`config.mk`:
```
export PLATFORM = sky130hd
export DESIGN_NAME = data_mem_hs
export DESIGN_NICKNAME = d
export VERILOG_FILES = /design/src/rtl/data_mem_hs.sv
export SDC_FILE = /design/constraint.sdc
export NUM_CORES = 2
export LEC_CHECK = 0
export ABC_AREA = 1
export CORE_MARGIN = 1
export CORE_UTILIZATION = 45
export CTS_BUF_LIST = sky130_fd_sc_hd__clkbuf_4
export CTS_CLUSTER_DIAMETER = 150
export CTS_CLUSTER_SIZE = 24
export DETAILED_ROUTE_END_ITERATION = 7
export PLACE_DENSITY = 0.69
export RECOVER_POWER = 100
export REMOVE_ABC_BUFFERS = 1
export SLEW_MARGIN = 10
export SYNTH_ARGS = -nofsm -noshare
export SYNTH_HDL_FRONTEND = slang
export SYNTH_SLANG_ARGS = --single-unit
```
`constraint.sdc`:
```
create_clock -name clk -period 3.7 [get_ports clk]
set_input_delay 0.925 -clock clk [delete_from_list [all_inputs] [get_ports clk]]
set_output_delay 0.925 -clock clk [all_outputs]
set_load 0.005 [all_outputs]
```
`src/rtl/data_mem_hs.sv`:
```
`default_nettype none
// ============================================================================
//  Module   : data_mem_hs
//  Purpose  : MIPS data memory with sized accesses (byte/half/word), sign or
//             zero extension of loads and WAIT_CYCLES wait states behind a
//             valid/ready request and a one-cycle response pulse.
//  Options  : `define DMEM_MISALIGN_TRAP_EN to flag misaligned half/word
//             accesses (memory untouched, resp_err=1, resp_rdata=0).
//  Ports    : clk, rst           - clock, synchronous active-high reset
//             req_valid/ready    - request handshake (ready only in IDLE)
//             req_write          - 1 store, 0 load
//             req_size           - 00 byte, 01 half, 1x word
//             req_unsigned       - loads: 1 zero-extend, 0 sign-extend
//             req_addr/req_wdata - byte address, right-aligned store data
//             resp_valid         - one-cycle completion pulse
//             resp_rdata/err     - extended load data, misalignment flag
//  Revision : 1.0 - initial release
// ============================================================================
module data_mem_hs #(
   parameter int ADDR_W      = 6,
   parameter int WAIT_CYCLES = 1
) (
   input  logic        clk,
   input  logic        rst,
   input  logic        req_valid,
   output logic        req_ready,
   input  logic        req_write,
   input  logic [1:0]  req_size,
   input  logic        req_unsigned,
   input  logic [31:0] req_addr,
   input  logic [31:0] req_wdata,
   output logic        resp_valid,
   output logic [31:0] resp_rdata,
   output logic        resp_err
);

   localparam int         c_DEPTH    = 2 ** ADDR_W;
   localparam logic [3:0] c_CNT_LOAD = (WAIT_CYCLES == 0) ? 4'd0 : 4'(WAIT_CYCLES - 1);

   typedef enum logic [1:0] {
      S_IDLE = 2'd0,
      S_WAIT = 2'd1,
      S_RESP = 2'd2
   } state_t;

   state_t              r_state;
   state_t              w_next;
   logic [3:0]          r_cnt;
   logic                r_write;
   logic [1:0]          r_size;
   logic                r_unsigned;
   logic [ADDR_W+1:0]   r_addr;
   logic [31:0]         r_wdata;
   logic [31:0]         r_rdata;
   logic                r_err;
   logic [31:0]         r_mem [c_DEPTH];

   logic                w_start;
   logic                w_fire;
   logic                w_a_write;
   logic [1:0]          w_a_size;
   logic                w_a_unsigned;
   logic [ADDR_W+1:0]   w_a_addr;
   logic [31:0]         w_a_wdata;
   logic [ADDR_W-1:0]   w_idx;
   logic [1:0]          w_lane;
   logic [31:0]         w_old;
   logic [3:0]          w_be;
   logic [31:0]         w_sdata;
   logic [31:0]         w_new;
   logic [7:0]          w_byte;
   logic [15:0]         w_half;
   logic [31:0]         w_load;
   logic                w_mis;
   logic                w_unused_addr;

   assign w_unused_addr = ^req_addr[31:ADDR_W+2];

   assign w_start = (r_state == S_IDLE) && req_valid;

   // With no wait states the access happens on the acceptance edge itself,
   // so operands come straight from the request ports instead of the latches.
   assign w_fire       = (WAIT_CYCLES == 0) ? w_start
                                            : ((r_state == S_WAIT) && (r_cnt == 4'd0));
   assign w_a_write    = (WAIT_CYCLES == 0) ? req_write    : r_write;
   assign w_a_size     = (WAIT_CYCLES == 0) ? req_size     : r_size;
   assign w_a_unsigned = (WAIT_CYCLES == 0) ? req_unsigned : r_unsigned;
   assign w_a_addr     = (WAIT_CYCLES == 0) ? req_addr[ADDR_W+1:0] : r_addr;
   assign w_a_wdata    = (WAIT_CYCLES == 0) ? req_wdata    : r_wdata;

   assign w_idx  = w_a_addr[ADDR_W+1:2];
   assign w_lane = w_a_addr[1:0];
   assign w_old  = r_mem[w_idx];

`ifdef DMEM_MISALIGN_TRAP_EN
   assign w_mis = ((w_a_size == 2'b01) && w_lane[0]) ||
                  (w_a_size[1] && (w_lane != 2'b00));
`else
   assign w_mis = 1'b0;
`endif

   // FSM: state register
   always_ff @(posedge clk) begin
      if (rst) r_state <= S_IDLE;
      else     r_state <= w_next;
   end

   // FSM: next state and handshake outputs
   always_comb begin
      w_next     = r_state;
      req_ready  = 1'b0;
      resp_valid = 1'b0;
      case (r_state)
         S_IDLE: begin
            req_ready = 1'b1;
            if (req_valid) w_next = (WAIT_CYCLES == 0) ? S_RESP : S_WAIT;
         end
         S_WAIT: if (r_cnt == 4'd0) w_next = S_RESP;
         S_RESP: begin
            resp_valid = 1'b1;
            w_next     = S_IDLE;
         end
         default: w_next = S_IDLE;
      endcase
   end

   // Store lane enables and replicated data, then merge with the old word
   always_comb begin
      w_be    = 4'b1111;
      w_sdata = w_a_wdata;
      case (w_a_size)
         2'b00: begin
            w_be    = 4'b0001 << w_lane;
            w_sdata = {4{w_a_wdata[7:0]}};
         end
         2'b01: begin
            w_be    = w_lane[1] ? 4'b1100 : 4'b0011;
            w_sdata = {2{w_a_wdata[15:0]}};
         end
         default: ;
      endcase
      for (int i = 0; i < 4; i++)
         w_new[8*i +: 8] = w_be[i] ? w_sdata[8*i +: 8] : w_old[8*i +: 8];
   end

   // Load extraction and extension
   always_comb begin
      case (w_lane)
         2'd0:    w_byte = w_old[7:0];
         2'd1:    w_byte = w_old[15:8];
         2'd2:    w_byte = w_old[23:16];
         default: w_byte = w_old[31:24];
      endcase
      w_half = w_lane[1] ? w_old[31:16] : w_old[15:0];
      case (w_a_size)
         2'b00:   w_load = w_a_unsigned ? {24'b0, w_byte} : {{24{w_byte[7]}}, w_byte};
         2'b01:   w_load = w_a_unsigned ? {16'b0, w_half} : {{16{w_half[15]}}, w_half};
         default: w_load = w_old;
      endcase
   end

   // Request latch, wait counter, memory array and response data
   always_ff @(posedge clk) begin
      if (rst) begin
         r_cnt      <= 4'd0;
         r_write    <= 1'b0;
         r_size     <= 2'b00;
         r_unsigned <= 1'b0;
         r_addr     <= '0;
         r_wdata    <= 32'd0;
         r_rdata    <= 32'd0;
         r_err      <= 1'b0;
         for (int i = 0; i < c_DEPTH; i++) r_mem[i] <= 32'd0;
      end else begin
         if (w_start) begin
            r_write    <= req_write;
            r_size     <= req_size;
            r_unsigned <= req_unsigned;
            r_addr     <= req_addr[ADDR_W+1:0];
            r_wdata    <= req_wdata;
            r_cnt      <= c_CNT_LOAD;
         end else if ((r_state == S_WAIT) && (r_cnt != 4'd0)) begin
            r_cnt <= r_cnt - 4'd1;
         end
         if (w_fire) begin
            if (w_a_write && !w_mis) r_mem[w_idx] <= w_new;
            r_rdata <= (w_a_write || w_mis) ? 32'd0 : w_load;
            r_err   <= w_mis;
         end
      end
   end

   assign resp_rdata = r_rdata;
   assign resp_err   = r_err;

endmodule
`default_nettype wire

```
==> results.cfg <==
[sta]
hold_violations = 0
setup_ws_ns = -0.0324
finalCriticalPeriod_ns = 3.73
fin_crit_sh_pct = 101
slew_headroom_pct = 4.35
clock_skew_ns = 0.137
rsz0062_at_grt = yes
holdWs_ns = 0.230
setup_violations = 14
slew_viol_final = 0
timing.fmax_mhz = 268
final.setup.tns_ns = -0.315
tightest_slew_ns = 1.43

[clock_tree]
h-tree-depth = 3
cts_buffers = 98
root_buffer = clkbuf_4
clkTransAtPathRegs_ns = 0.25
postCtsHoldBufs = 0
clk_latency_ns = 1.34
cts_tree = built
cts_buffer_depth = 3
clkSinkCount = 2136

[synth]
synth.cell_area_mm2 = 0.0956
synthesis.instances = 9571
yosysUniqueCellTypes = 37
synth_area_per_cell_um2 = 9.99
synth-edff-count = 2048
synthFlopType = edfxtp_1
synth.yosys.seq_area_share_pct = 66.1
ys_warn_count = 0
ys_ff_latch = 2136
synthArstFlopShare_pct = 0

[layout]
nFillCells = 18900
nNetsFinal = 9442
register_area_mm2 = 0.0633
multi_input_comb_area_mm2 = 0.0281
drive_gt1_share_pct = 7.55
area_growth_syn_to_layout_pct = 6.90
stdcell_area_mm2 = 0.102

[global_routing]
antenna_found_initial = 9
grt_pass1_vias = 67300
track_usage_pct = 28.3
grt_overflow = 0
grt_max_degree = 144
grt_pass1_wl_um = 450000

[drt]
drc = 0
ant_nets = 0
vias = 72900
finalWirelength_um = 314000
drt-wirelength-per-cell_um = 25.6
viasPerCell = 5.95
drt_iter0_markers = 11200
firstDrtPassIters = 6

[power_and_ir_drop]
power_density_mw_per_mm2 = 468
ir_drop_v = 0.000345
p_leak_nw = 36.9

[setup_path]
crit_required_ns = 4.70
cp_data_arrival_time_ns = 4.73
crit_type = reg -> reg
critPathLaunchType = register
critPathMaxFanout = 58
worstSetupEndpointType = register
rrSetupSlack_ns = -0.03

[floorplan]
rows = 168
start_util_pct = 45.5
coreArea_mm2 = 0.210
die_y_um = 463
design.portCount = 106
die_w_um = 463
die_area_mm2 = 0.214

[placed_design]
place_congestion = 1.00
place_ws_ns = 0.0676
place_area_mm2 = 0.102
portBuffers = 80
hpwl_um = 193000

[worst_hold_path]
hold_path.class = in -> reg

[run_status]
status = complete, but fails checks
violations = negative setup slack

[run]
maxCapViolCount = 0
-- metal layers --
| metal | track usage, % | vias to the layer above | part of all wire [%] |
|---|---|---|---|
| li1 | - | 32100 | - |
| met2 | 43.6 | 4696 | 45 |
| met1 | 37.2 | 35400 | 36 |
| met5 | 0 | - | 0.018 |
| met3 | 5.10 | 696 | 12 |
| met4 | 17.8 | 8 | 7.3 |
-- worst max-delay path, cell delays in order, from the launching register on --
cell       delay, ns
dfxtp_4         0.54
clkinv_16       0.27
buf_12          0.28
buf_4           0.18
nor2_1          0.08
o22ai_1         0.09
nand2_1         0.06
nand2_1         0.08
nand2_1         0.16
o21ai_0         0.27
o21ai_1         0.20
buf_4           0.19
o21ai_2         0.08
o21ai_4         0.52
buf_12          0.29
nor2_1          0.06
-- state kept, by name (all words and copies together), names as in the netlist, named ones only --
register	flops
r_state	2
r_mem	2048
r_wdata	32
r_cnt	4
resp_rdata	32
r_write	1
r_size	2
r_addr	8
r_unsigned	1
-- synthesized netlist by cell type (2+ instances only) --
library cell	count	area, µm²
clkbuf_1	334	1250
nand2_1	1690	6340
buf_4	121	908
clkinv_1	2	7.51
buf_2	325	1630
and2_1	13	81.3
o221ai_4	7	184
nand3_2	2	20.0
nor4_1	2	12.5
inv_2	9	33.8
o21ai_2	17	149
nor3_1	9	45.0
o22ai_1	232	1450
o21ai_0	510	2550
o21ai_4	7	114
buf_6	18	203
inv_1	48	180
nor3_2	4	40.0
edfxtp_1	2048	61500
dfxtp_1	88	1760
nor2_1	2598	9750
buf_1	72	270
nand3_1	1279	6400
a21oi_1	78	390
o21ai_1	39	195
o211ai_1	8	60.1
-- cell usage in the layout (no fill, tap or decap), drive strengths merged, types with 78 or more instances in the layout --
master	count
buf	388
o22ai	232
nand2	1690
o21ai	573
nand3	1281
clkbuf	272
nor2	2598
dfxtp	88
edfxtp	2048
a21oi	78
-- cells by family after synthesis --
| family | share of synthesized area (%) |
|---|---|
| simple gates | 23.8 |
| flops | 66.1 |
| buf+inv | 4.69 |
| compound gates | 5.38 |
| mux | 0.0144 |
| fa+ha+maj | 0.0131 |
| other cells | 0.00392 |
-- report_power, final --
part | leakage [nW] | switching, mW | internal (mW) | total [mW]
clock | 0.796 | 6.99 | 2.05 | 9.03
sequential | 21.9 | 0.330 | 27.2 | 27.5
combinational | 14.2 | 8.36 | 2.90 | 11.3
total | 36.9 | 15.7 | 32.2 | 47.8
-- final timing paths --
check / start / end / cells past startpoint
worst min register to register: resp_rdata[6] / resp_rdata[6] / 2
worst min-delay path: req_wdata[25] / r_wdata[25] / 3
worst max-delay path: register / r_mem[43][2] / 15
worst max register to register: register / r_mem[43][2] / 15
-- stage by stage --
stage	total power, mW	utilization [%]	instances
after detailed placement	39.0	48.3	12100
after CTS	47.6	48.9	12200
final	47.8	48.6	12300
after global routing	49.0	48.6	12300
after floorplan	33.5	-	8701
after global placement	38.9	48.3	12100
-- timing repair --
item / CTS / global route
resized for setup: 1 / 15
buffers inserted: 0 / 1
endpoints found under the setup margin: 7 / 129
gates cloned: 0 / 1
pin swaps: 0 / 0
-- area by class of cell --
type	count	share of cell area (%)
clock inverter	4	0.0220
tap	2805	3.43
timing repair inverter	1	0.0110
inverter	60	0.266
timing repair buffer	568	5.66
clock buffer	171	1.26
multi-input combinational	6505	27.4
antenna	6	0.0147
sequential	2136	61.9
Note: power is estimated with default switching activity, not from simulation.
